## src/rtl/int_ctrl.sv

```systemverilog
// int_ctrl: vectored interrupt controller for the msp430 core.
// Takes N_SRC interrupt sources (level or rising-edge, each individually
// enabled), picks the lowest eligible index when GIE is set, and presents
// one vector at a time to the sequencer over a REQ/ACK/RTI handshake.
module int_ctrl #(
  parameter int          N_SRC    = 4,
  parameter logic [15:0] VEC_BASE = 16'hFFE0,
  parameter int          GIE_BIT  = 3
) (
  input  logic              CLK,
  input  logic              RESET,
  input  logic [N_SRC-1:0]  IRQ,
  input  logic [N_SRC-1:0]  IE,
  input  logic [N_SRC-1:0]  EDGE,
  input  logic [15:0]       SR,
  input  logic              ACK,
  input  logic              RTI,
  output logic              REQ,
  output logic [15:0]       ADDR_INT,
  output logic [3:0]        ACTIVE_ID,
  output logic              IN_SERVICE,
  output logic [N_SRC-1:0]  PENDING
);

  localparam logic [1:0] ST_IDLE    = 2'd0;
  localparam logic [1:0] ST_REQUEST = 2'd1;
  localparam logic [1:0] ST_SERVICE = 2'd2;

  logic [N_SRC-1:0] syncS1_q;
  logic [N_SRC-1:0] syncS2_q;
  logic [N_SRC-1:0] syncS3_q;
  logic [N_SRC-1:0] pending_q;
  logic [N_SRC-1:0] pending_d;
  logic [1:0]       state_q;
  logic [1:0]       state_d;
  logic [3:0]       activeId_q;
  logic [3:0]       activeId_d;
  logic [15:0]      addrInt_q;
  logic [15:0]      addrInt_d;

  logic [N_SRC-1:0] risingEdge;
  logic [N_SRC-1:0] ackClear;
  logic [N_SRC-1:0] eligible;
  logic [3:0]       winnerId;
  logic [15:0]      winnerAddr;
  logic             gieOn;
  logic             unusedSr;

  // Only the GIE bit of the status register matters; the rest is folded away.
  assign gieOn    = SR[GIE_BIT];
  assign unusedSr = ^SR;

  // Two-flop synchronizer for the asynchronous IRQ pins, plus a third stage
  // holding the previous synchronized value for rising-edge detection.
  always_ff @(posedge CLK or posedge RESET) begin
    if (RESET) begin
      syncS1_q <= '0;
      syncS2_q <= '0;
      syncS3_q <= '0;
    end else begin
      syncS1_q <= IRQ;
      syncS2_q <= syncS1_q;
      syncS3_q <= syncS2_q;
    end
  end

  assign risingEdge = syncS2_q & ~syncS3_q;
  assign ackClear   = (state_q == ST_REQUEST && ACK)
                      ? ({{(N_SRC-1){1'b0}}, 1'b1} << activeId_q)
                      : '0;

  // Edge sources latch a rise and hold it until their vector is taken (a
  // fresh rise in the ACK cycle wins); level sources simply follow the pin.
  always_comb begin
    pending_d = (EDGE & (risingEdge | (pending_q & ~ackClear)))
              | (~EDGE & syncS2_q);
  end

  // Pending flags are kept regardless of IE so masked sources are not lost.
  always_ff @(posedge CLK or posedge RESET) begin
    if (RESET) begin
      pending_q <= '0;
    end else begin
      pending_q <= pending_d;
    end
  end

  assign eligible = pending_q & IE;

  // Fixed priority: scanning downwards leaves the lowest eligible index.
  always_comb begin
    winnerId = '0;
    for (int i = N_SRC - 1; i >= 0; i--) begin
      if (eligible[i]) begin
        winnerId = 4'(i);
      end
    end
  end

  assign winnerAddr = VEC_BASE + {11'd0, winnerId, 1'b0};

  // Handshake sequencing: the vector is frozen once requested, ACK beats a
  // simultaneous GIE drop, and nothing nests while a handler is running.
  always_comb begin
    state_d    = state_q;
    activeId_d = activeId_q;
    addrInt_d  = addrInt_q;
    case (state_q)
      ST_IDLE: begin
        if (|eligible && gieOn) begin
          state_d    = ST_REQUEST;
          activeId_d = winnerId;
          addrInt_d  = winnerAddr;
        end
      end
      ST_REQUEST: begin
        if (ACK) begin
          state_d = ST_SERVICE;
        end else if (!gieOn) begin
          state_d = ST_IDLE;
        end
      end
      ST_SERVICE: begin
        if (RTI) begin
          state_d = ST_IDLE;
        end
      end
      default: begin
        state_d = ST_IDLE;
      end
    endcase
  end

  // State and latched vector registers.
  always_ff @(posedge CLK or posedge RESET) begin
    if (RESET) begin
      state_q    <= ST_IDLE;
      activeId_q <= '0;
      addrInt_q  <= VEC_BASE;
    end else begin
      state_q    <= state_d;
      activeId_q <= activeId_d;
      addrInt_q  <= addrInt_d;
    end
  end

  assign REQ        = (state_q == ST_REQUEST);
  assign IN_SERVICE = (state_q == ST_SERVICE);
  assign ACTIVE_ID  = activeId_q;
  assign ADDR_INT   = addrInt_q;
  assign PENDING    = pending_q;

endmodule

```

## config.mk

```make
export PLATFORM = sky130hd
export DESIGN_NAME = int_ctrl
export DESIGN_NICKNAME = d
export VERILOG_FILES = /design/src/rtl/int_ctrl.sv
export SDC_FILE = /design/constraint.sdc
export NUM_CORES = 1
export LEC_CHECK = 0
export CAP_MARGIN = 5
export CORE_MARGIN = 2
export CORE_UTILIZATION = 31
export DETAILED_ROUTE_END_ITERATION = 8
export GPL_TIMING_DRIVEN = 0
export PLACE_DENSITY_LB_ADDON = 0.15
export SLEW_MARGIN = 20
export SYNTH_ARGS = -nofsm -noshare
export SYNTH_HDL_FRONTEND = slang
export SYNTH_SLANG_ARGS = --single-unit
```

## constraint.sdc

```tcl
create_clock -name CLK -period 1.4 [get_ports CLK]
set_input_delay 0.35 -clock CLK [delete_from_list [all_inputs] [get_ports CLK]]
set_output_delay 0.35 -clock CLK [all_outputs]
set_load 0.02 [all_outputs]
```

* After elaboration in Yosys (flattened, before gate mapping) *
Index checks and enable logic that the tools add are counted.

cells by class
  add/sub/neg operators = 1
  multiply operators = 0
  div/mod/pow operators = 0
  magnitude comparators = 0
  equal/unequal tests = 5
  shift operators = 1
  muxes and demuxes = 10
  bitwise gates (word level) = 10
  reductions and logical operators = 6

operator list
  operator                                                           number
  4-bit AND                                                          5
  4-bit two-way mux                                                  4
  4-bit NOT                                                          3
  2-bit two-way mux                                                  5
  4-bit OR                                                           2
  6-bit by 6-bit adder with 7-bit output, first input constant       1
  2-bit case mux with 3 select lines                                 1
  2-bit != test, second input constant                               2
  4-bit OR reduction                                                 1
  1-bit by 4-bit << shifter with 4-bit output, first input constant  1
  3-bit != test, second input constant                               1
  3-bit AND reduction                                                1
  2-bit by 1-bit == test with 1-bit output, second input constant    1
  2-bit == test, second input constant                               1
  1-bit logical AND                                                  2
  2-bit logical NOT                                                  1
  2-bit AND reduction                                                1

storage, ports and cells
  register bits = 38
  bits in latches = 0
  memory bits (writable) = 0
  ROM bits = 0
  output and inout port bits = 26
  logic and storage cells = 40
  memories = 0

* Logic depth before layout (Yosys ltp) *
  word-level depth = 8
  gate-level depth with buffers = 4

* Worst setup path before layout *
OpenSTA, ideal clock, no wires.

  path type = register to register
  from = register pending_q[2], in the netlist PENDING[2]
  to = register activeId_q[0], in the netlist ACTIVE_ID[0]
  library setup time = 128 ps
  data arrival time = 1,314 ps
  data required time = 1,272 ps
  setup slack = -42 ps
  stages on the path, launching flop included = 5
  buffers on the path = 0
  path through = dfrtp_1 > a22o_1 > or2_1 > nand2_1 > mux2_1

between the ends
  longest elaborated chain between the ends = 4
  elaborated cells on any way between the ends = 7

RTL lines
  element                                                          line     RTL
  from (decl)                                                      32       logic [N_SRC-1:0] pending_q;
  from (signal assigned)                                           84       pending_q <= pending_d;
  4-bit AND (*)                                                    88       assign eligible = pending_q & IE;
  4-bit two-way mux / 4-bit OR reduction (equally long branches)   94, 110
  4-bit two-way mux / 1-bit logical AND (equally long branches)    94, 110
  4-bit two-way mux / 2-bit AND reduction (equally long branches)  n/a
  to (signal assigned)                                             142      activeId_q <= activeId_d;
  to (decl)                                                        36       logic [3:0] activeId_q;

Every way passes the cells marked *; elsewhere a longest branch is shown, timed or not.
A chain may end at the register's enable or synchronous reset.

* Worst setup path after layout *
  from = input port IE[3]
  to = register activeId_q[0], in the netlist ACTIVE_ID[0]

between the ends
  longest elaborated chain between the ends = 5
  elaborated cells on any way between the ends = 8

RTL lines
  element                          line  RTL
  from (decl)                      13    input logic [N_SRC-1:0] IE,
  4-bit AND (*)                    88
  2-bit two-way mux                94    if (eligible[i]) begin
  4-bit two-way mux (3 in series)  94

Marked as above.

==> key figures <==
Outcome
  – Result of the run: complete, but fails checks
  – Violations in the final reports: setup timing

Setup path
  – Largest incremental delay on the critical path: ~0.44 ns
  – Reg2Reg Setup Slack: 0 ns
  – Worst path bufs/invs: 1
  – Worst Path Class, Setup: input pin to register
  – Critical path endpoint category: register
  – Destination of the worst register-to-register timing path: ACTIVE_ID[0]$_DFFE_PP0P_
  – Critical-path cell with the highest stage delay: sky130_fd_sc_hd__clkdlybuf4s50_1
  – Arrival time at the worst endpoint: between 1.5 and 2 ns
  – Delay-heaviest family, CP: buffers and inverters
  – Maximum fanout encountered on the critical timing path: 2
  – Critical path cell sequence: clkdlybuf4s50_1 -> a22o_1 -> or2_1 -> nand2_1 -> mux2_4
  – Required time at the worst-slack endpoint: ~1.6 ns
  – Instance count on the critical path: 5
  – Worst R2R Start: PENDING[0]$_DFF_PP0_
  – Path depth of the worst reg2reg path: 4
  – CP Launch Type: input pin

Yosys
  – Area share of the largest cell type after synthesis: 0.583
  – Warnings from Yosys: 0
  – Post-synthesis instance area: 858 µm²
  – Number of library cell types mapped by synthesis: 19
  – Dominant cell type by area after synthesis: sky130_fd_sc_hd__dfrtp_1
  – Flip-flop and latch count after synthesis: 20
  – Average cell area after synthesis: 11.4 µm²
  – Sequential-to-total area share from yosys stat: 0.583
  – Synth area leaders: sky130_fd_sc_hd__dfrtp_1, sky130_fd_sc_hd__buf_4, sky130_fd_sc_hd__nand2_1
  – Instance count of the mapped netlist: 75

Pwr
  – Worst supply voltage drop on vdd: 0.780 mV
  – Standby leakage power: 0.621 nW
  – Design Power: 1.52 mW
  – Ratio of total power to cell area: 1200 mW/mm²

Place
  – DP HPWL: 1220 µm
  – Worst setup timing slack at the placement stage: -0.391 ns
  – Final Wtd Congestion: 0.729
  – Placed insts: about 150
  – IO Port Bufs: 26

Min path
  – Destination of the worst hold path: syncS2_q[1]$_DFF_PP0_
  – Instance count along the most critical hold path: 0
  – Class of the tightest hold or removal check: register to register
  – Hold_sp: syncS1_q[1]$_DFF_PP0_

CTS
  – Clk sinks: 20
  – CTS tree: yes
  – Maximum count of clock buffers along a single path: 2
  – Library cell used as clock root buffer: sky130_fd_sc_hd__clkbuf_4
  – H-tree level count: 1
  – Clock-pin slew on the worst setup and hold paths: roughly 0.1 ns
  – Number of buffers inserted by hold repair at cts: 0
  – Total clock buffers created by CTS: 3
  – Clock network latency to the later pin of the worst-skew pair: approximately 0.30 ns

STA
  – Total setup violations reported at the end of the flow: 1
  – Setup repair after global routing missed its margin: yes
  – Maximum clock rate: 707 MHz
  – Slew HR: 0.510
  – Final Max Slew Viols: 0
  – Worst setup slack after layout: -0.0153 ns
  – Hold violation count in the final report: 0
  – Worst clock skew: 0.00232 ns
  – Transition at the pin with the smallest max-transition slack: approximately 0.73 ns
  – Setup tns final: -0.0153 ns
  – Final min period: 1.42 ns
  – Final worst-path cycle share: 1.01

Cells and area
  – Fin cells: 157
  – Core occupancy in the finished layout: 0.471
  – Final nets: 159
  – Number of antenna repair diodes: 0
  – Synth-to-layout area growth: 47.5%
  – Fill count: 265
  – Layout cell share with drive strength beyond 1: 0.365

Routing
  – Number of remaining DRC errors: 0
  – Via/cell ratio: 4.22
  – Routed vias: 662
  – Routed length per instance: 10.7 µm
  – Iter 0 DRT Violations: 5
  – Antenna violation net count after detailed routing: 0
  – Drt pass-1 iters: 4
  – Wire length after detailed routing: 1680 µm

Global route
  – Maximum number of pins on one net before global-route repair: 21
  – Total GRT Usage: 0.115
  – Number of global-route vias before repair: 611
  – Number of antenna violations at the first check in global routing: 0
  – Global-route wire length before repair: around 2700 µm
  – Overflow left after global routing: 0

Floorplan
  – Width of the die: 56.6 µm
  – Starting Density: 0.320
  – Total core area: 0.00269 mm²
  – Die Footprint: 0.00321 mm²
  – Core Rows: 19
  – Die Y-Extent: 56.6 µm
  – Number of placed I/O pins: 58

Job
  – Max capacitance violation total: 0
[per-layer routing]
metal  global-route usage  routed length, µm
met1                0.140                665
met3               0.0438                200
met4               0.0714                 48
met2                0.171                761
met5                    0                  0
[stage by stage]
step	hold WS [ns]	instance area [µm²]
after floorplan	0.314	915
after global placement	0.333	1210
after detailed placement	0.335	1210
after CTS	0.359	1280
after global routing	0.364	1270
final	0.358	1270
[synth_stat cells, drive strengths merged]
library cell and number:
conb 2, buf 18, a21oi 3, nand3b 2
nor2 3, dfrtp 20, nand2b 1, nand2 11
nor3b 1, a22o 2, nor2b 2, a32o 3
nor4bb 1, o311ai 1, or2 1, a32oi 1
mux2 1, inv 1, nand3 1
[cells in the final DEF, fill, tap and decap left out, drive strengths merged]
cell type and count:
clkdlybuf4s50 13, clkdlybuf4s15 1, conb 16, a32oi 1, nor2b 2, nand3 1
inv 1, mux2 1, nand2b 1, a32o 3, dlygate4sd2 3, nor4bb 1
dfrtp 20, a22o 2, nor3b 1, buf 31, or2 1, clkbuf 7
a21oi 3, nand3b 2, nand2 11, nor2 3, o311ai 1
[registers in the layout, summed over array words and instances, names as in the netlist]
register   count
PENDING        4
syncS2_q       4
syncS1_q       4
syncS3_q       4
ACTIVE_ID      2
state_q        2
[power by group]
group          internal, mW  switching (mW)
Sequential            0.645          0.0455
Combinational         0.274           0.275
Clock                 0.111           0.169
Total                  1.03           0.490
[worst register-to-register path: cells and delay by family (launching register included)]
kind / cells / cell delay [ns]
AND/OR/NAND/NOR: 2 / 0.33
flip-flops: 1 / 0.44
multiplexers: 1 / 0.29
AO/OA/AOI/OAI: 1 / 0.23
[logic make-up (layout without fill, tap and decap cells)]
family | Yosys count | after routing | synth area share
AOI/OAI and AO/OA | 10 | 10 | 0.0933
DFF | 20 | 20 | 0.583
buffers and inverters | 19 | 56 | 0.162
muxes | 1 | 1 | 0.0131
and+or+nand+nor | 23 | 23 | 0.140
other | 2 | 16 | 0.00875
[worst max-delay path by stage]
stage | startpoint | endpoint | slack, ns
2_1_floorplan | PENDING[0]$_DFF_PP0_ | ACTIVE_ID[0]$_DFFE_PP0P_ | 0.005
3_3_place_gp | IE[2] | ACTIVE_ID[0]$_DFFE_PP0P_ | -0.39
3_5_place_dp | IE[2] | ACTIVE_ID[0]$_DFFE_PP0P_ | -0.39
4_1_cts | PENDING[2]$_DFF_PP0_ | ACTIVE_ID[0]$_DFFE_PP0P_ | -0.001
5_1_grt | PENDING[0]$_DFF_PP0_ | ACTIVE_ID[0]$_DFFE_PP0P_ | -0.03
6_report | IE[3] | ACTIVE_ID[0]$_DFFE_PP0P_ | -0.02
[timing repair]
item / in CTS / in global routing
resized for setup: 38 / 9
buffers inserted: 7 / 0
pin swaps: 3 / 1
endpoints found under the setup margin: 11 / 8
[layout make-up]
type / instances / area [µm²] / share of cell area
buffer: 18 / 135 / 0.107
clock buffer: 4 / 26.3 / 0.0208
inverter: 1 / 3.75 / 0.00296
multi-input combinational: 50 / 278 / 0.219
sequential: 20 / 507 / 0.400
tap: 31 / 38.8 / 0.0306
timing repair buffer: 33 / 278 / 0.219
No activity file was read; power rests on OpenSTA's default activity.
